$ cat config.mk
export PLATFORM = sky130hd
export DESIGN_NAME = hs_fifo_level_flat
export DESIGN_NICKNAME = d
export VERILOG_FILES = /design/src/rtl/hs_fifo_level_if.sv /design/src/rtl/hs_fifo_level.sv /design/src/flat_wrapper.sv
export SDC_FILE = /design/constraint.sdc
export NUM_CORES = 1
export LEC_CHECK = 0
export ABC_CLOCK_PERIOD_IN_PS = 4800
export BUFFER_PORTS_ARGS = -buffer_cell sky130_fd_sc_hd__buf_2
export CORE_ASPECT_RATIO = 0.9
export CORE_MARGIN = 2
export CORE_UTILIZATION = 34
export DETAILED_ROUTE_END_ITERATION = 8
export GPL_TIMING_DRIVEN = 1
export SLEW_MARGIN = 0
export SYNTH_ARGS = -nofsm -noshare
export SYNTH_HDL_FRONTEND = slang
export SYNTH_SLANG_ARGS = --single-unit
$ cat constraint.sdc
create_clock -name clk_core -period 4.8 [get_ports clk_core]
set_input_delay 0.96 -clock clk_core [delete_from_list [all_inputs] [get_ports clk_core]]
set_output_delay 0.96 -clock clk_core [all_outputs]
set_load 0.005 [all_outputs]
$ cat src/rtl/hs_fifo_level_if.sv
// rtl/hs_fifo_level_if.sv - valid/ready handshake bundle for hs_fifo_level
interface hs_fifo_level_if #(
  parameter int WIDTH = 1
);
  logic             valid_i;
  logic [WIDTH-1:0] in;
  logic             ready_o;
  logic             valid_o;
  logic [WIDTH-1:0] out;
  logic             ready_i;

  // FIFO side: accepts upstream items, presents the head downstream
  modport slave (
    input  valid_i, in, ready_i,
    output ready_o, valid_o, out
  );

  // Environment side: produces upstream items, consumes the head
  modport master (
    output valid_i, in, ready_i,
    input  ready_o, valid_o, out
  );
endinterface

$ cat src/rtl/hs_fifo_level.sv
// rtl/hs_fifo_level.sv - valid/ready FIFO with occupancy level, flags and high-watermark
module hs_fifo_level #(
  parameter  int WIDTH     = 1,
  parameter  int DEPTH     = 4,
  parameter  int AF_THRESH = 3,
  parameter  int AE_THRESH = 1,
  localparam int LW        = $clog2(DEPTH + 1)
) (
  input  logic           clk_core,
  input  logic           rst_core,
  input  logic           flush,
  hs_fifo_level_if.slave hs,
  output logic [LW-1:0]  level_o,
  output logic           almost_full_o,
  output logic           almost_empty_o,
  output logic [LW-1:0]  max_level_o
);

  localparam int PW = $clog2(DEPTH);

  if (DEPTH < 2) begin : g_chk_depth
    $error("hs_fifo_level: DEPTH must be >= 2");
  end
  if (AF_THRESH < 1 || AF_THRESH > DEPTH) begin : g_chk_af
    $error("hs_fifo_level: AF_THRESH must be in 1..DEPTH");
  end
  if (AE_THRESH < 0 || AE_THRESH >= DEPTH) begin : g_chk_ae
    $error("hs_fifo_level: AE_THRESH must be in 0..DEPTH-1");
  end

  logic [WIDTH-1:0] mem [DEPTH];
  logic [PW-1:0]    wr_ptr;
  logic [PW-1:0]    rd_ptr;
  logic [WIDTH-1:0] rdata;     // unconditional registered read of mem[rd_ptr]
  logic             rvalid;    // rdata holds an item taken from mem last edge
  logic [WIDTH-1:0] skid;      // second output slot, filled while the head stalls
  logic             skid_v;
  logic [WIDTH-1:0] head;
  logic             head_v;

  logic             push;
  logic             pop;
  logic             issue;
  logic [1:0]       stage_cnt;
  logic [LW-1:0]    ram_cnt;
  logic [LW-1:0]    level_next;

  function automatic logic [PW-1:0] ptr_inc(input logic [PW-1:0] p);
    return (p == PW'(DEPTH - 1)) ? '0 : p + PW'(1);
  endfunction

  assign hs.ready_o = ~rst_core & (level_o != LW'(DEPTH));
  assign hs.valid_o = head_v;
  assign hs.out     = head;

  assign push = hs.ready_o & hs.valid_i;
  assign pop  = head_v & hs.ready_i;

  // Items already out of the array: head, skid and the read register in flight.
  assign stage_cnt = {1'b0, head_v} + {1'b0, skid_v} + {1'b0, rvalid};
  assign ram_cnt   = level_o - LW'(stage_cnt);

  // Take an item from the array only if the output stage is sure to have a
  // free slot for it on the next edge, whatever ready_i does then.
  assign issue = (ram_cnt != '0) && ((stage_cnt < 2'd2) || (pop && stage_cnt == 2'd2));

  assign almost_full_o  = (level_o >= LW'(AF_THRESH));
  assign almost_empty_o = (level_o <= LW'(AE_THRESH));

  // Next occupancy from this cycle's push/pop pair
  always_comb begin
    level_next = level_o;
    if (push && !pop) begin
      level_next = level_o + LW'(1);
    end else if (pop && !push) begin
      level_next = level_o - LW'(1);
    end
  end

  // Array write port; contents need no reset
  always_ff @(posedge clk_core) begin
    if (push && !flush) begin
      mem[wr_ptr] <= hs.in;
    end
  end

  // Array read port, read every cycle with no enable
  always_ff @(posedge clk_core) begin
    rdata <= mem[rd_ptr];
  end

  // Output stage payload: head refills from skid first, then from the read register
  always_ff @(posedge clk_core) begin
    if (pop || !head_v) begin
      head <= skid_v ? skid : rdata;
      skid <= rdata;
    end else if (rvalid) begin
      skid <= rdata;
    end
  end

  // Control state: pointers, occupancy, watermark and output-stage valids
  always_ff @(posedge clk_core) begin
    if (rst_core || flush) begin
      wr_ptr      <= '0;
      rd_ptr      <= '0;
      level_o     <= '0;
      max_level_o <= '0;
      rvalid      <= 1'b0;
      skid_v      <= 1'b0;
      head_v      <= 1'b0;
    end else begin
      if (push) begin
        wr_ptr <= ptr_inc(wr_ptr);
      end
      if (issue) begin
        rd_ptr <= ptr_inc(rd_ptr);
      end
      rvalid      <= issue;
      level_o     <= level_next;
      max_level_o <= (level_next > max_level_o) ? level_next : max_level_o;
      if (pop || !head_v) begin
        head_v <= skid_v | rvalid;
        skid_v <= skid_v & rvalid;
      end else if (rvalid) begin
        skid_v <= 1'b1;
      end
    end
  end

endmodule

$ cat src/flat_wrapper.sv
// flat-port wrapper written by rule: the top's interface ports become plain ports
module hs_fifo_level_flat 
#(
  parameter  int WIDTH     = 1,
  parameter  int DEPTH     = 4,
  parameter  int AF_THRESH = 3,
  parameter  int AE_THRESH = 1,
  localparam int LW        = $clog2(DEPTH + 1)
)
  (clk_core, rst_core, flush, level_o, almost_full_o, almost_empty_o, max_level_o, hs_valid_i, hs_in, hs_ready_i, hs_ready_o, hs_valid_o, hs_out);
  hs_fifo_level_if #(.WIDTH(WIDTH)) hs_i ();
  input  logic clk_core;
  input  logic rst_core;
  input  logic flush;
  output logic [LW-1:0] level_o;
  output logic almost_full_o;
  output logic almost_empty_o;
  output logic [LW-1:0] max_level_o;
  input wire logic [$bits(hs_i.valid_i)-1:0] hs_valid_i;
  input wire logic [$bits(hs_i.in)-1:0] hs_in;
  input wire logic [$bits(hs_i.ready_i)-1:0] hs_ready_i;
  output wire logic [$bits(hs_i.ready_o)-1:0] hs_ready_o;
  output wire logic [$bits(hs_i.valid_o)-1:0] hs_valid_o;
  output wire logic [$bits(hs_i.out)-1:0] hs_out;
  assign hs_i.valid_i = hs_valid_i;
  assign hs_i.in = hs_in;
  assign hs_i.ready_i = hs_ready_i;
  assign hs_ready_o = hs_i.ready_o;
  assign hs_valid_o = hs_i.valid_o;
  assign hs_out = hs_i.out;
  hs_fifo_level #(.WIDTH(WIDTH), .DEPTH(DEPTH), .AF_THRESH(AF_THRESH), .AE_THRESH(AE_THRESH)) u_core (.clk_core(clk_core), .rst_core(rst_core), .flush(flush), .hs(hs_i), .level_o(level_o), .almost_full_o(almost_full_o), .almost_empty_o(almost_empty_o), .max_level_o(max_level_o));
endmodule
==> flow_summary.json <==
{
  "run_status": "finished, final reports clean",
  "clkSlewWorstSetupHoldPaths_ns": 0.07,
  "crit_path_end_kind": "register",
  "maxSlewHeadroom_pct": 67.8,
  "io-pin-count": 17,
  "yosysSeqAreaShare_pct": 41.0,
  "ctsRootBufferMaster": "clkbuf_8",
  "synthDistinctLibCells": 29,
  "skew_ns": 0.000607,
  "syn_area_per_cell_um2": 10.0,
  "power.leakage_nw": 0.533,
  "cts_sinks": 20,
  "ys_seq_elements": 20,
  "dp_slack_ns": 1.67,
  "required_ns": 4.94,
  "ctsHtreeMaxLevel": 1,
  "hold_buffers": 0,
  "crit_arrival_ns": 3.05,
  "wl_per_cell_um": 11.3,
  "grt_overflow": 0,
  "cp-start-kind": "register",
  "chipWidth_um": 64.6,
  "use_met2_pct": 19.6,
  "hold_violations": 0,
  "final_cell_mix": "buf_2, ha_1, dfxtp_1",
  "areaGrowthSynthToFinish_pct": 14.5,
  "placeableCoreArea_mm2": 0.00311,
  "crit_slowest_cell": "dfxtp_1",
  "numCtsBuffers": 3,
  "fin_ws_ns": 1.89,
  "tightestPinTransition_ns": 0.483,
  "finish.utilization_pct": 41.3,
  "via_per_inst": 4.56,
  "final_common_cell": "buf_2",
  "grt_max_degree": 14,
  "hp-class": "register to register",
  "ys_warn_count": 0,
  "busiest_layer": "met2",
  "cts_tree": "built",
  "fin_total_pwr_uw": 336,
  "dp_cells": 168,
  "max_freq_mhz": 344,
  "ant_nets": 0,
  "fin_setup_tns_ns": 0,
  "grt_use_met1_pct": 14.7,
  "hpwlAfterDp_um": 1580,
  "critPathKind": "register to register",
  "max_stage_delay_ns": 0.43,
  "place_area_mm2": 0.00124,
  "gr-usage-all-layers_pct": 11.4,
  "antenna_found_initial": 0,
  "clk_latency_ns": 0.25,
  "vias": 785,
  "drive_gt1_share_pct": 20.8,
  "die_area_mm2": 0.00378,
  "crit_chain": "inv_1, ha_1, a21oi_2, and2_4, maj3_2, o22a_1, inv_1, ha_1, nor2b_1, o21ai_0, a32oi_1, mux2i_1, nor2_1",
  "nets": 153,
  "cts_setup_buffers": 0,
  "syn_nets": 134,
  "grt_pass1_wl_um": 3350,
  "fin_crit_sh_pct": 60.6,
  "cts_buffer_depth": 2,
  "worst_ir_drop_vdd_uv": 174,
  "synth_flop_cell": "dfxtp_1",
  "drt-pass1-iter-count": 3,
  "gr-usage-met3_pct": 3.44,
  "fin_cells": 172,
  "cp_max_fo": 6,
  "wirelength_um": 1950,
  "post-route-min-period_ns": 2.91,
  "slew_violations": 0,
  "synth_area_mm2": 0.00112,
  "ys_async_sr_fraction_pct": 0,
  "start_util_pct": 36.0,
  "grt_pass1_vias": 777,
  "drc_errors": 0,
  "cellPowerDensity_mw_per_mm2": 261,
  "design_area_mm2": 0.00128,
  "antennaDiodeCount": 0,
  "rsz0062_at_grt": "no",
  "dieHeight_um": 58.5,
  "syn_inst": 112,
  "drv_cap": 0,
  "hold_slack_ns": 0.437,
  "setup_viol": 0,
  "gp_congestion": 0.767,
  "num_rows": 19,
  "port_buffers": 16,
  "post_cts_resized": 0,
  "synth-edff-count": 6,
  "drtIter0Drc": 14
}
-- state kept, by name (all words and copies together) (netlist names) --
| name | flops |
|---|---|
| u_core.skid_v | 1 |
| u_core.level_o | 3 |
| u_core.rd_ptr | 2 |
| u_core.hs.out | 1 |
| u_core.rvalid | 1 |
| u_core.rdata | 1 |
| u_core.max_level_o | 3 |
| u_core.mem | 4 |
| u_core.wr_ptr | 2 |
| u_core.hs.valid_o | 1 |
| u_core.skid | 1 |
-- cell usage after synthesis (all sizes together), types with 2 or more instances --
| cell | instances | area [µm²] |
|---|---|---|
| dfxtp | 14 | 280 |
| nor3 | 2 | 10.0 |
| xnor2 | 4 | 35.0 |
| mux2i | 3 | 30.0 |
| o21ai | 6 | 30.0 |
| mux2 | 2 | 22.5 |
| inv | 11 | 41.3 |
| nand2b | 3 | 18.8 |
| nor2 | 13 | 48.8 |
| nand2 | 5 | 18.8 |
| ha | 15 | 188 |
| a21oi | 8 | 43.8 |
| edfxtp | 6 | 180 |
| and2 | 5 | 33.8 |
| nor2b | 4 | 25.0 |
-- per-layer routing --
| metal | part of all wire (%) | routed length, µm | up-vias |
|---|---|---|---|
| met5 | 0 | 0 | - |
| li1 | - | - | 409 |
| met1 | 50 | 982 | 366 |
| met4 | 0 | 0 | 0 |
| met3 | 2.9 | 56 | 0 |
| met2 | 47 | 909 | 10 |
-- final cells by class --
class                      instances  area [µm²]
inverter                          11        41.3
fill                             310        1830
sequential                        20         460
clock buffer                       4        45.0
timing repair buffer              16        80.1
multi-input combinational         79         606
tap                               42        52.6
-- path summary, 6_finish.rpt --
path | start | endpoint | depth (start not counted) | slack [ns]
worst min register to register | u_core.rdata | u_core.skid | 0 | 0.44
worst min-delay path | u_core.rdata | u_core.skid | 0 | 0.44
worst max-delay path | u_core.level_o[1] | u_core.max_level_o[2] | 13 | 1.89
worst max register to register | u_core.level_o[1] | u_core.max_level_o[2] | 13 | 1.89
-- cells by family (layout without fill, tap and decap cells) --
| kind of cell | Yosys count | count (layout) | synth area share [%] |
|---|---|---|---|
| AND/OR/NAND/NOR | 35 | 35 | 15.4 |
| flip-flops | 20 | 20 | 41.0 |
| adder cells (fa/ha/maj) | 17 | 17 | 19.5 |
| AO/OA/AOI/OAI | 17 | 17 | 9.25 |
| buffers and inverters | 13 | 31 | 5.02 |
| multiplexers | 6 | 6 | 6.69 |
| XOR/XNOR | 4 | 4 | 3.12 |
-- where the power goes --
part           switching (mW)  internal [mW]
logic                  0.0235         0.0204
clock network          0.0495         0.0589
registers             0.00405          0.179
-- critical path: cells and delay by family (launching register included) --
kind	cells	cell delay, ns
multiplexers	1	0.23
AO/OA/AOI/OAI	4	0.84
buffers and inverters	2	0.23
adder cells (fa/ha/maj)	3	0.70
flip-flops	1	0.43
AND/OR/NAND/NOR	3	0.37
(Power assumes the default switching activity.)
